--- config.mk ---
export PLATFORM = sky130hd
export DESIGN_NAME = pc_sequencer_flat
export DESIGN_NICKNAME = d
export VERILOG_FILES = /design/src/rtl/pc_sequencer_if.sv /design/src/rtl/pc_sequencer.sv /design/src/flat_wrapper.sv
export SDC_FILE = /design/constraint.sdc
export NUM_CORES = 1
export LEC_CHECK = 0
export CORE_MARGIN = 2
export CORE_UTILIZATION = 57
export DETAILED_ROUTE_END_ITERATION = 10
export GPL_TIMING_DRIVEN = 0
export PLACE_DENSITY = 0.86
export RECOVER_POWER = 100
export SYNTH_ARGS = -nofsm -noshare
export SYNTH_HDL_FRONTEND = slang
export SYNTH_SLANG_ARGS = --single-unit
export TNS_END_PERCENT = 20
--- constraint.sdc ---
create_clock -name clk -period 4.35 [get_ports clk]
set_input_delay 0.87 -clock clk [delete_from_list [all_inputs] [get_ports clk]]
set_output_delay 0.87 -clock clk [all_outputs]
set_load 0.05 [all_outputs]
--- src/rtl/pc_sequencer_if.sv ---
`default_nettype none
// ============================================================================
//  Module      : pc_sequencer_if
//  Description : Decode-to-sequencer strobe bundle and sequencer status
//                outputs. The decode side (master) drives the strobes and
//                flags; the sequencer (slave) drives the fetch address,
//                flush and stack status.
//  Revision    : 1.0  initial release
// ============================================================================
interface pc_sequencer_if #(
  parameter int ADDR_WIDTH  = 16,
  parameter int STACK_DEPTH = 16
);
  localparam int c_SP_W = $clog2(STACK_DEPTH) + 1;

  logic                  hazard;
  logic                  p_cache_miss;
  logic                  pc_jmp;
  logic                  pc_call;
  logic                  pc_ret;
  logic                  pc_brx;
  logic                  pc_brxt;
  logic [1:0]            cond_sel;
  logic                  flag_n;
  logic                  flag_z;
  logic                  flag_p;
  logic [9:0]            I_field;
  logic [ADDR_WIDTH-1:0] jmp_target;
  logic [ADDR_WIDTH-1:0] prg_addr;
  logic                  flush;
  logic                  stack_overflow;
  logic                  stack_underflow;
  logic [c_SP_W-1:0]     sp;

  modport master (
    output hazard, p_cache_miss, pc_jmp, pc_call, pc_ret, pc_brx, pc_brxt,
           cond_sel, flag_n, flag_z, flag_p, I_field, jmp_target,
    input  prg_addr, flush, stack_overflow, stack_underflow, sp
  );

  modport slave (
    input  hazard, p_cache_miss, pc_jmp, pc_call, pc_ret, pc_brx, pc_brxt,
           cond_sel, flag_n, flag_z, flag_p, I_field, jmp_target,
    output prg_addr, flush, stack_overflow, stack_underflow, sp
  );
endinterface
`default_nettype wire

--- src/rtl/pc_sequencer.sv ---
`default_nettype none
// ============================================================================
//  Module      : pc_sequencer
//  Description : Program counter and hardware return stack. Sequences
//                instruction fetch, applies ret/call/jmp/branch redirects in
//                priority order, raises a 2-cycle flush after each redirect
//                and freezes on hazard or program-cache miss.
//  Revision    : 1.0  initial release
// ============================================================================
module pc_sequencer #(
  parameter int                    ADDR_WIDTH   = 16,
  parameter int                    STACK_DEPTH  = 16,
  parameter logic [ADDR_WIDTH-1:0] RESET_VECTOR = 16'h0000
) (
  input  wire logic          clk,
  input  wire logic          rst,
  pc_sequencer_if.slave      bus
);

  localparam int                    c_IDX_W      = $clog2(STACK_DEPTH);
  localparam int                    c_SP_W       = c_IDX_W + 1;
  localparam logic [c_SP_W-1:0]     c_SP_FULL    = c_SP_W'(STACK_DEPTH);
  localparam logic [c_SP_W-1:0]     c_SP_ZERO    = '0;
  localparam logic [c_SP_W-1:0]     c_SP_ONE     = c_SP_W'(1);
  localparam logic [c_IDX_W-1:0]    c_IDX_ONE    = c_IDX_W'(1);
  localparam logic [ADDR_WIDTH-1:0] c_PC_ONE     = ADDR_WIDTH'(1);
  localparam logic [1:0]            c_FLUSH_LOAD = 2'd2;
  localparam logic [1:0]            c_FLUSH_ONE  = 2'd1;

  logic [ADDR_WIDTH-1:0] r_pc;
  logic [c_SP_W-1:0]     r_sp;
  logic [1:0]            r_flush_cnt;
  logic                  r_ovf;
  logic                  r_unf;
  logic [ADDR_WIDTH-1:0] r_stack [STACK_DEPTH];

  logic                  w_stall;
  logic                  w_cond;
  logic                  w_taken;
  logic                  w_redirect;
  logic                  w_push;
  logic                  w_sp_empty;
  logic                  w_sp_full;
  logic [ADDR_WIDTH-1:0] w_pc_inc;
  logic [ADDR_WIDTH-1:0] w_br_target;
  logic [c_IDX_W-1:0]    w_push_idx;
  logic [c_IDX_W-1:0]    w_top_idx;

  assign w_stall     = bus.hazard | bus.p_cache_miss;
  assign w_cond      = ((bus.cond_sel == 2'b01) & bus.flag_n) |
                       ((bus.cond_sel == 2'b10) & bus.flag_z) |
                       ((bus.cond_sel == 2'b11) & bus.flag_p);
  assign w_taken     = bus.pc_brx & (w_cond ^ bus.pc_brxt);
  assign w_redirect  = bus.pc_ret | bus.pc_call | bus.pc_jmp | w_taken;
  assign w_sp_empty  = (r_sp == c_SP_ZERO);
  assign w_sp_full   = (r_sp == c_SP_FULL);
  assign w_pc_inc    = r_pc + c_PC_ONE;
  // Short branches stay in the current 1K page.
  assign w_br_target = {r_pc[ADDR_WIDTH-1:10], bus.I_field};
  assign w_push_idx  = r_sp[c_IDX_W-1:0];
  assign w_top_idx   = r_sp[c_IDX_W-1:0] - c_IDX_ONE;
  // A push happens only for a call that is not pre-empted by a ret and has room.
  assign w_push      = ~w_stall & ~bus.pc_ret & bus.pc_call & ~w_sp_full;

  // Return-stack storage: written on accepted pushes, never reset.
  always_ff @(posedge clk) begin
    if (!rst && w_push) begin
      r_stack[w_push_idx] <= w_pc_inc;
    end
  end

  // Program counter, stack pointer, flush counter and sticky stack flags.
  always_ff @(posedge clk) begin
    if (rst) begin
      r_pc        <= RESET_VECTOR;
      r_sp        <= c_SP_ZERO;
      r_flush_cnt <= 2'd0;
      r_ovf       <= 1'b0;
      r_unf       <= 1'b0;
    end else if (!w_stall) begin
      if (bus.pc_ret) begin
        if (w_sp_empty) begin
          r_pc  <= RESET_VECTOR;
          r_unf <= 1'b1;
        end else begin
          r_pc <= r_stack[w_top_idx];
          r_sp <= r_sp - c_SP_ONE;
        end
      end else if (bus.pc_call) begin
        // The jump is taken even when the push must be dropped.
        r_pc <= bus.jmp_target;
        if (w_sp_full) begin
          r_ovf <= 1'b1;
        end else begin
          r_sp <= r_sp + c_SP_ONE;
        end
      end else if (bus.pc_jmp) begin
        r_pc <= bus.jmp_target;
      end else if (w_taken) begin
        r_pc <= w_br_target;
      end else begin
        r_pc <= w_pc_inc;
      end

      if (w_redirect) begin
        r_flush_cnt <= c_FLUSH_LOAD;
      end else if (r_flush_cnt != 2'd0) begin
        r_flush_cnt <= r_flush_cnt - c_FLUSH_ONE;
      end
    end
  end

  assign bus.prg_addr        = r_pc;
  assign bus.sp              = r_sp;
  assign bus.flush           = (r_flush_cnt != 2'd0);
  assign bus.stack_overflow  = r_ovf;
  assign bus.stack_underflow = r_unf;

endmodule
`default_nettype wire

--- src/flat_wrapper.sv ---
// flat-port wrapper written by rule: the top's interface ports become plain ports
module pc_sequencer_flat 
#(
  parameter int                    ADDR_WIDTH   = 16,
  parameter int                    STACK_DEPTH  = 16,
  parameter logic [ADDR_WIDTH-1:0] RESET_VECTOR = 16'h0000
)
  (clk, rst, bus_hazard, bus_p_cache_miss, bus_pc_jmp, bus_pc_call, bus_pc_ret, bus_pc_brx, bus_pc_brxt, bus_cond_sel, bus_flag_n, bus_flag_z, bus_flag_p, bus_I_field, bus_jmp_target, bus_prg_addr, bus_flush, bus_stack_overflow, bus_stack_underflow, bus_sp);
  pc_sequencer_if #(.ADDR_WIDTH(ADDR_WIDTH), .STACK_DEPTH(STACK_DEPTH)) bus_i ();
  input  wire logic clk;
  input  wire logic rst;
  input wire logic [$bits(bus_i.hazard)-1:0] bus_hazard;
  input wire logic [$bits(bus_i.p_cache_miss)-1:0] bus_p_cache_miss;
  input wire logic [$bits(bus_i.pc_jmp)-1:0] bus_pc_jmp;
  input wire logic [$bits(bus_i.pc_call)-1:0] bus_pc_call;
  input wire logic [$bits(bus_i.pc_ret)-1:0] bus_pc_ret;
  input wire logic [$bits(bus_i.pc_brx)-1:0] bus_pc_brx;
  input wire logic [$bits(bus_i.pc_brxt)-1:0] bus_pc_brxt;
  input wire logic [$bits(bus_i.cond_sel)-1:0] bus_cond_sel;
  input wire logic [$bits(bus_i.flag_n)-1:0] bus_flag_n;
  input wire logic [$bits(bus_i.flag_z)-1:0] bus_flag_z;
  input wire logic [$bits(bus_i.flag_p)-1:0] bus_flag_p;
  input wire logic [$bits(bus_i.I_field)-1:0] bus_I_field;
  input wire logic [$bits(bus_i.jmp_target)-1:0] bus_jmp_target;
  output wire logic [$bits(bus_i.prg_addr)-1:0] bus_prg_addr;
  output wire logic [$bits(bus_i.flush)-1:0] bus_flush;
  output wire logic [$bits(bus_i.stack_overflow)-1:0] bus_stack_overflow;
  output wire logic [$bits(bus_i.stack_underflow)-1:0] bus_stack_underflow;
  output wire logic [$bits(bus_i.sp)-1:0] bus_sp;
  assign bus_i.hazard = bus_hazard;
  assign bus_i.p_cache_miss = bus_p_cache_miss;
  assign bus_i.pc_jmp = bus_pc_jmp;
  assign bus_i.pc_call = bus_pc_call;
  assign bus_i.pc_ret = bus_pc_ret;
  assign bus_i.pc_brx = bus_pc_brx;
  assign bus_i.pc_brxt = bus_pc_brxt;
  assign bus_i.cond_sel = bus_cond_sel;
  assign bus_i.flag_n = bus_flag_n;
  assign bus_i.flag_z = bus_flag_z;
  assign bus_i.flag_p = bus_flag_p;
  assign bus_i.I_field = bus_I_field;
  assign bus_i.jmp_target = bus_jmp_target;
  assign bus_prg_addr = bus_i.prg_addr;
  assign bus_flush = bus_i.flush;
  assign bus_stack_overflow = bus_i.stack_overflow;
  assign bus_stack_underflow = bus_i.stack_underflow;
  assign bus_sp = bus_i.sp;
  pc_sequencer #(.ADDR_WIDTH(ADDR_WIDTH), .STACK_DEPTH(STACK_DEPTH), .RESET_VECTOR(RESET_VECTOR)) u_core (.clk(clk), .rst(rst), .bus(bus_i));
endmodule
==> flow_summary.toml <==
[floorplan]
core_area_sq_um = 20230
io-pin-count = 64
die_w_um = 147.7
start_util = 0.5821
die_area_sq_um = 21830
fp.dieH_um = 147.7
num_rows = 52

[global_route]
grt_pass1_wl_um = 44820
grt_pass1_vias = 7338
overflow = 0
grt_max_degree = 18
antenna_found_initial = 0
grt_usage = 0.2807

[placed_design]
port_buffers = 62
dp_hpwl_um = 20340
gp_congestion = 0.9473
place_inst = 1061
pre_cts_ws_ps = 65.63

[logic_synthesis]
synth_adder_area_share = 0.01126
syn_inst = 713
synth_compound_area_frac = 0.06310
synth_ff_type = "edfxtp_1"
postSynth.asyncResetShare = 0
synth_edf_count = 256
synth-seq-cells = 281
synth-simple-area-share = 0.06969
synth_xor_area_frac = 0.009667
yosys_warnings = 0
syn_area_per_cell_sq_um = 16.52
yosysSeqAreaShare = 0.6952
synth_cell_types = 61
synth.area.mux_share = 0.1340
synth_top_family_by_area = "multiplexers"
syn_nets = 763
synth_area_sq_um = 11780

[cells_and_area]
fillCellCount = 1243
utilization = 0.6870
layout-drive-gt1-share = 0.1916
fin_cells = 1105
multi_input_area_sq_um = 3440
regArea_sq_um = 8188
synthToLayoutAreaGrowth_pct = 18.03
nets = 869
layout_commonest_cell = "edfxtp_1"
final_cell_mix = "edfxtp_1, nand2_1, mux4_2, clkdlybuf4s50_1, a21oi_1"
diodes = 0

[clock_tree]
cts.sink_count = 281
cts_tree = "done"
clkLatencyLatePin_ps = 540
post_cts_resized = 0
cts-root-buf = "clkbuf_16"
postCtsHoldBufs = 0
cts_inserted_buffers = 26
clkTransAtPathRegs_ps = 70
cts_buffer_depth = 3
cts_setup_buffers = 0
htree_num_levels = 1

[critical_path]
cp.arrival_ps = 4460
end_kind = "flip-flop"
start_kind = "flip-flop"
crit_required_ps = 4580
crit_fanout = 10
timing_worst_setup_path_type = "flip-flop to flip-flop"

[sta]
slew_viol_final = 36
fin_setup_tns_ps = 0
worst_pin_slew_ps = 1580
period_needed_ps = 4232
relSlewSlack = -0.06087
setup_viol = 0
finalClockSkew_ps = 15.67
fin_ws_ps = 118.4
hold_violations = 0
post-route-period-util = 0.9728
rsz0062_at_grt = "yes"
fmax_ghz = 0.2363

[route]
drc = 0
wl_um = 30200
routed_via_density = 6.674
detail-route-antenna-nets = 0
first_pass_iters = 6
post_drt_wl_per_cell_um = 27.33
vias = 7375
drt_iter0_markers = 1119

[power_and_ir_drop]
p_leak_nw = 4.553
power.density_nw_per_um2 = 420.5
p_total_mw = 5.845
ir_drop_mv = 0.2522

[flow_run]
maxCapViolations = 2

[run_status]
violations = "max-capacitance violations, max-slew violations"
status = "complete, but fails checks"

[hold_path]
worstHoldPathType = "flip-flop to flip-flop"
## synthesized netlist by cell type (3+ instances only)
cell,n,area (sq um)
edfxtp_1,256,7687
nand2_1,83,311.6
mux4_2,66,1486
a21oi_1,43,215.2
nor2_1,29,108.9
dfxtp_1,25,500.5
clkbuf_1,20,75.07
nor3_1,12,60.06
inv_1,10,37.54
o21ai_0,10,50.05
buf_2,9,45.04
ha_1,9,112.6
nand3_1,9,45.04
a221oi_1,8,70.07
mux2i_1,8,80.08
o31ai_1,8,60.06
xnor2_1,7,61.31
and2_1,6,37.54
or3_1,6,37.54
xor2_1,6,52.55
a2111oi_0,5,43.79
or2_2,5,31.28
a211oi_1,4,30.03
o211ai_1,4,30.03
a31o_2,3,26.28
and4_1,3,26.28
buf_1,3,11.26
buf_4,3,22.52
nand2b_1,3,18.77
nand4_1,3,18.77
nor4_1,3,18.77
## cells by family after synthesis
logic type                 after synthesis
DFF                                    281
and+or+nand+nor                        175
AOI/OAI and AO/OA                      112
muxes                                   75
buffers and inverters                   47
xor gates and xnor gates                13
adders and majority gates               10
## worst max-delay path, stage by stage (launching register included)
cell and delay (ps):
dfxtp_1 450, clkbuf_2 230, buf_4 240, buf_2 390, inv_1 160, ha_1 320
nor3b_1 180, a21boi_0 270, nor2b_1 330, nand2_1 230, nor3_2 820, buf_6 280
## worst paths after layout
| path | start | to | slack (ps) | cells past startpoint |
|---|---|---|---|---|
| hold reg to reg | u_core.r_flush_cnt[0] | u_core.r_flush_cnt[0] | 460 | 2 |
| hold / removal | u_core.r_flush_cnt[0] | u_core.r_flush_cnt[0] | 460 | 2 |
| setup reg to reg | u_core.bus.sp[0] | u_core.r_stack[1][0] | 120 | 11 |
| setup / recovery | u_core.bus.sp[0] | u_core.r_stack[1][0] | 120 | 11 |
## state kept, by name, summed over array words and instances, names as in the netlist
name / flops
u_core.bus.prg_addr: 16
u_core.bus.stack_underflow: 1
u_core.bus.sp: 5
u_core.r_flush_cnt: 2
u_core.r_stack: 256
u_core.bus.stack_overflow: 1
## stage by stage
step | instance area, sq um | hold WS, ps
after floorplan | 11780 | 430.2
after global placement | 12740 | 441.3
after detailed placement | 13090 | 449.3
after CTS | 13890 | 457.9
after global routing | 13900 | 486.6
final | 13900 | 459.5
## report_power, final
part / internal (mW) / switching [mW] / total (mW)
Clock: 1.25 / 0.944 / 2.19
Combinational: 0.254 / 0.400 / 0.654
Sequential: 2.97 / 0.0274 / 3.00
Total: 4.47 / 1.37 / 5.84
## final cells by class
| type | instances | area share |
|---|---|---|
| Inverter | 10 | 0.002700 |
| Sequential cell | 281 | 0.5890 |
| Tap cell | 270 | 0.02430 |
| Buffer | 37 | 0.01215 |
| Multi-Input combinational cell | 385 | 0.2474 |
| Clock inverter | 10 | 0.007381 |
| Timing Repair Buffer | 78 | 0.06652 |
| Clock buffer | 34 | 0.05050 |
## per-layer routing
metal  up-vias  share of wire  wire length, um  global-route usage
met5         -              0                0                   0
met4         0          0.051             1533              0.1163
met3       123           0.12             3530             0.05525
met2       571           0.47            14270              0.4556
met1      3617           0.36            10860              0.3785
li1       3064              -                -                   -
Note: power is estimated with default switching activity, not from simulation.
==> patch 1 (config.mk and constraints unchanged) <==
`ADDR_WIDTH` is set to 16 in 3 places; all go to 15.
--- a/src/rtl/pc_sequencer_if.sv
+++ b/src/rtl/pc_sequencer_if.sv
@@ -10,3 +10,3 @@
 interface pc_sequencer_if #(
-  parameter int ADDR_WIDTH  = 16,
+  parameter int ADDR_WIDTH  = 15,
   parameter int STACK_DEPTH = 16
--- a/src/rtl/pc_sequencer.sv
+++ b/src/rtl/pc_sequencer.sv
@@ -10,3 +10,3 @@
 module pc_sequencer #(
-  parameter int                    ADDR_WIDTH   = 16,
+  parameter int                    ADDR_WIDTH   = 15,
   parameter int                    STACK_DEPTH  = 16,
--- a/src/flat_wrapper.sv
+++ b/src/flat_wrapper.sv
@@ -3,3 +3,3 @@
 #(
-  parameter int                    ADDR_WIDTH   = 16,
+  parameter int                    ADDR_WIDTH   = 15,
   parameter int                    STACK_DEPTH  = 16,
Ports: changed (resized bus_jmp_target and bus_prg_addr); port bits go from 64 to 62. The function was not compared with the original's and may differ.
==> patch 1 against the unedited design <==
The run still ends with max-capacitance violations, max-slew violations left; sequential cell count shrank 17; area after synthesis decreased by 4.5%; wire length fell by 11%; via count shrank 8.4%; total power fell by 0.92%; final area fell by 5.3%; largest cell class unchanged; clock skew fell by 0.0044 ns; largest power group unchanged; setup slack improved by 0.33 ns.
==> patch 1: results (changes against the unedited design) <==
| Metric | Value |
|---|---|
| Post-synth cell types | `61 (unchanged)` |
| Measured slew at the worst slew-check pin | `1.511 ns (-0.06897 ns)` |
| H-tree Lvls | `1 (unchanged)` |
| FF-to-FF End | `u_core.r_stack[2][6]` |
| Mux contribution to synthesized area | `15.18% (+1.8 points)` |
| Initial antenna violation count | `0 (unchanged)` |
| Largest net degree at the start of global routing | `18 (unchanged)` |
| Pre-CTS setup slack | `0.3191 ns (+0.2535 ns)` |
| Buffer count from post-CTS setup fixing | `0 (unchanged)` |
| Placed cell areas | `12,340 um2 (-5.7%)` |
| Worst min path class | `flip-flop to flip-flop` |
| Synth cell count leaders | `edfxtp_1 (240), mux4_2 (62), nand2_1 (35), dfxtp_1 (24), nor2_1 (24)` |
| Compound-Gate Fraction of Synth Area | `5.793% (-0.52 points)` |
| Post-synth ARST share | `0% (unchanged)` |
| CTS Root Cell | `clkbuf_16` |
| Vias per Instance | `6.575 (-1.5%)` |
| DR vias | `6,759 (-8.4%)` |
| Number of nets in the layout | `793 (-8.7%)` |
| Clock Latency Late Sink | `0.52 ns (-0.02 ns)` |
| N_diodes | `0 (unchanged)` |
| Clk_skew | `0.01124 ns (-0.004430 ns)` |
| PortBufs | `60 (-3.2%)` |
| Post-CTS resize count | `0 (unchanged)` |
| Cell internal pwr | `4.451 mW (-0.49%)` |
| Global-route wire length before repair | `40.21 mm (-10%)` |
| Largest Register | `u_core.r_stack` |
| Reg2reg setup slack | `0.45 ns (+0.33 ns)` |
| Max-cap check violation count | `1 (-1)` |
| Number of global-route vias before repair | `6,747 (-8.1%)` |
| Seq/Total Area, Yosys | `68.31% (-1.2 points)` |
| Hold Startpoint | `u_core.r_flush_cnt[1]` |
| Failing checks | `max-capacitance violations, max-slew violations` |
| Iter 0 DRT Violations | `851 (-24%)` |
| Final GP Congestion | `0.9544 (+0.75%)` |
| R2r startpoint | `u_core.bus.sp[0]` |
| Status | `finished with violations` |
| Post-Synth XOR/XNOR Area | `1.179% (+0.21 points)` |
| Worst hold endpoint | `u_core.r_flush_cnt[1]` |
| Synthesized net count | `697 (-8.7%)` |
| Post-synth EDFFs | `240 (-6.3%)` |
| Adder-Cell Fraction of Synth Area | `1.179% (+0.052 points)` |
| Overall Global Routing Usage | `26.47% (-1.6 points)` |
| Dpl cells | `981 (-7.5%)` |
| Leakage | `4.411 nW (-3.1%)` |
| Area contributors post-synth | `edfxtp_1 (64%), mux4_2 (12%), dfxtp_1 (4.3%), mux2i_1 (1.9%), nand2_1 (1.2%)` |
| Share of layout cells above drive strength 1 | `20.97% (+1.8 points)` |
| Avg WL per Cell | `26.23 um (-4.0%)` |
| Average size of a mapped cell | `17.37 um2 (+5.1%)` |
| Slew Viols, Final | `18 (-50%)` |
| Worst hold margin | `0.4734 ns (+0.01393 ns)` |
| Hold path depth | `1 (-1)` |
| Max reg flops | `240 (-6.3%)` |
| Post-DP HPWL | `17.59 mm (-14%)` |
| CP arrival | `4.09 ns (-0.37 ns)` |
| Worst vdd ir | `418.1 uV (+66%)` |
| Crit path largest cell delay | `0.55 ns (-0.27 ns)` |
## patch 1: cell type report
type / instances / area [um2]
Multi-Input combinational cell: 338 / 3357
Tap cell: 265 / 331.6
Fill cell: 1244 / 6231
Sequential cell: 264 / 7687
Buffer: 36 / 202.7
Clock buffer: 30 / 696.9
Timing Repair Buffer: 68 / 670.6
Inverter: 10 / 37.54
Clock inverter: 17 / 183.9
## patch 1: how the worst max path moves through the flow
stage / startpoint / endpoint / slack, ns / depth (start not counted)
floorplan: u_core.bus.sp[0] / u_core.r_stack[0][0] / 0.59 / 10
global placement: bus_pc_ret / u_core.r_stack[1][3] / -0.90 / 7
detailed placement: bus_pc_ret / u_core.r_stack[15][6] / 0.32 / 7
CTS: u_core.bus.sp[0] / u_core.bus.prg_addr[2] / 0.49 / 12
global route: u_core.bus.sp[0] / u_core.r_stack[1][8] / 0.16 / 11
finish: u_core.bus.sp[0] / u_core.r_stack[2][6] / 0.45 / 11
## patch 1: power groups by stage
stage	Combinational (mW)	Clock, mW	Sequential [mW]
6_report	0.668	2.31	2.82
5_1_grt	0.703	2.41	2.82
2_1_floorplan	0.407	0	2.90
3_3_place_gp	0.634	0	2.87
4_1_cts	0.675	2.32	2.82
3_5_place_dp	0.667	0	2.87
## patch 1: cells by family (layout without fill, tap and decap cells)
kind of cell | after synthesis | in the layout
flops | 264 | 264
mux | 92 | 92
compound gates | 90 | 90
xor+xnor | 13 | 13
buf+inv | 46 | 161
simple gates | 133 | 133
fa+ha+maj | 10 | 10
## patch 1: worst register-to-register path: cells and delay by family, from the launching register on
| kind | cells | cell delay [ns] |
|---|---|---|
| adder cells (fa/ha/maj) | 1 | 0.29 |
| buffers and inverters | 5 | 1.40 |
| flip-flops | 1 | 0.41 |
| AND/OR/NAND/NOR | 5 | 1.44 |
## patch 1: per-layer routing
layer	wire length, um	global-route usage (%)
met5	0	0
met1	9880	34.77
met3	2273	4.272
met4	975	8.585
met2	13830	45.70
==> patch 2 (same flow settings) <==
Without the edit above. Make the reset (`rst`) asynchronous in one clocked block.
--- a/src/rtl/pc_sequencer.sv
+++ b/src/rtl/pc_sequencer.sv
@@ -72,3 +72,3 @@
   // Program counter, stack pointer, flush counter and sticky stack flags.
-  always_ff @(posedge clk) begin
+  always_ff @(posedge clk or posedge rst) begin
     if (rst) begin
Behaviour: differs if rst is asserted again (counterexample within 4 cycles, from zero or initial values and one cycle with rst high); with rst held inactive, the same outputs for 4 cycles.
==> patch 2 against the unedited design <==
Setup slack better by 0.0040 ns; fmax hardly changed; via count is 1.6% lower; sequential cell count stayed put; count of clock-buffer cells in the layout is 1 higher; final area is 1.1% higher; sequential share of layout area is 0.25 points higher; area after synthesis is 0.38% lower; final cell count is 1.9% lower; clock skew is 0.0019 ns lower; core utilization is 0.75 points higher; wire length is 4.3% higher.
Power is not compared: it rests on default switching activity, and its combinational part moved more than twofold at a synthesized area within 25%.
==> patch 2: results (changes against the unedited design) <==
| Metric | Value |
|---|---|
| M1 wire length | `11.13 mm (+2.5%)` |
| Met3 routed WL | `3.753 mm (+6.3%)` |
| Pre-CTS setup slack | `-0.2784 ns (-0.3440 ns)` |
| Met3 Usage GRT | `8.642% (+3.1 points)` |
| Overall Global Routing Usage | `29.62% (+1.6 points)` |
| Post-Synth XOR/XNOR Area | `1.642% (+0.68 points)` |
| Dpl cells | `1,030 (-2.9%)` |
| Drt total wl | `31.49 mm (+4.3%)` |
| P&R area growth vs syn | `19.78%` |
| Final-layout clock buffer total | `35 (+2.9%)` |
| Fillers | `1,204 (-3.1%)` |
| Global Route met1 Usage | `37.76% (-0.088 points)` |
| Average size of a mapped cell | `17.23 um2 (+4.3%)` |
| Number of global-route vias before repair | `7,570 (+3.2%)` |
| Synth cell count leaders | `edfxtp_1 (256), nand2_1 (74), mux4_2 (62), nor2_1 (32), dfrtp_1 (25)` |
| Compound-Gate Fraction of Synth Area | `4.468% (-1.8 points)` |
| Sequential share of cell area | `59.15% (+0.25 points)` |
| Clock-cell share | `7.229% (+1.4 points)` |
| CP max stage cell | `or4b_4` |
| Crit path largest cell delay | `0.57 ns (-0.25 ns)` |
| Inverter count | `12 (+2)` |
| Post-CTS resize count | `7 (+7)` |
| Multi-input logic area | `3256 um2 (-5.3%)` |
| Placed cell areas | `13,030 um2 (-0.49%)` |
| Share of layout cells above drive strength 1 | `21.38% (+2.2 points)` |
| Synthesized net count | `731 (-4.2%)` |
| Post-DP HPWL | `20.81 mm (+2.3%)` |
| Measured slew at the worst slew-check pin | `1.428 ns (-0.1520 ns)` |
| Status | `finished, final reports clean` |
| Crit-path max FO | `12 (+2)` |
| Global-route wire length before repair | `46.72 mm (+4.2%)` |
| CTS Buf Count | `28 (+7.7%)` |
| Final GP Congestion | `0.8787 (-7.2%)` |
| Post-synth ARST share | `8.897% (+8.9 points)` |
| Adder-Cell Fraction of Synth Area | `1.130% (+0.0043 points)` |
| PortBufs | `63 (+1.6%)` |
| CP arrival | `4.64 ns (+0.18 ns)` |
| Syn Inst Count | `681 (-4.5%)` |
| Number of nets in the layout | `842 (-3.1%)` |
| Met2 routed WL | `14.78 mm (+3.5%)` |
[patch 2: changes by cell type after synthesis, moves of 6 or more]
cell,change
a21oi_1,-25
dfrtp_1,+25
dfxtp_1,-25
xnor2_1,+13
mux2i_1,+9
nand2_1,-9
a221oi_1,-8
clkbuf_1,-8
o21ai_0,+7
o31ai_1,-7
or3_1,-6
[patch 2: path summary, 6_finish.rpt]
kind | from | to | slack, ns | depth (start not counted)
max in group asynchronous | rst | u_core.r_flush_cnt[1] | 2.57 | 2
worst min-delay path | u_core.bus.stack_underflow | u_core.bus.stack_underflow | 0.47 | 2
worst min register to register | u_core.bus.stack_underflow | u_core.bus.stack_underflow | 0.47 | 2
worst max register to register | u_core.bus.sp[0] | u_core.bus.prg_addr[4] | 0.12 | 11
min in group asynchronous | rst | u_core.bus.sp[4] | 1.08 | 2
worst max-delay path | u_core.bus.sp[0] | u_core.bus.prg_addr[4] | 0.12 | 11
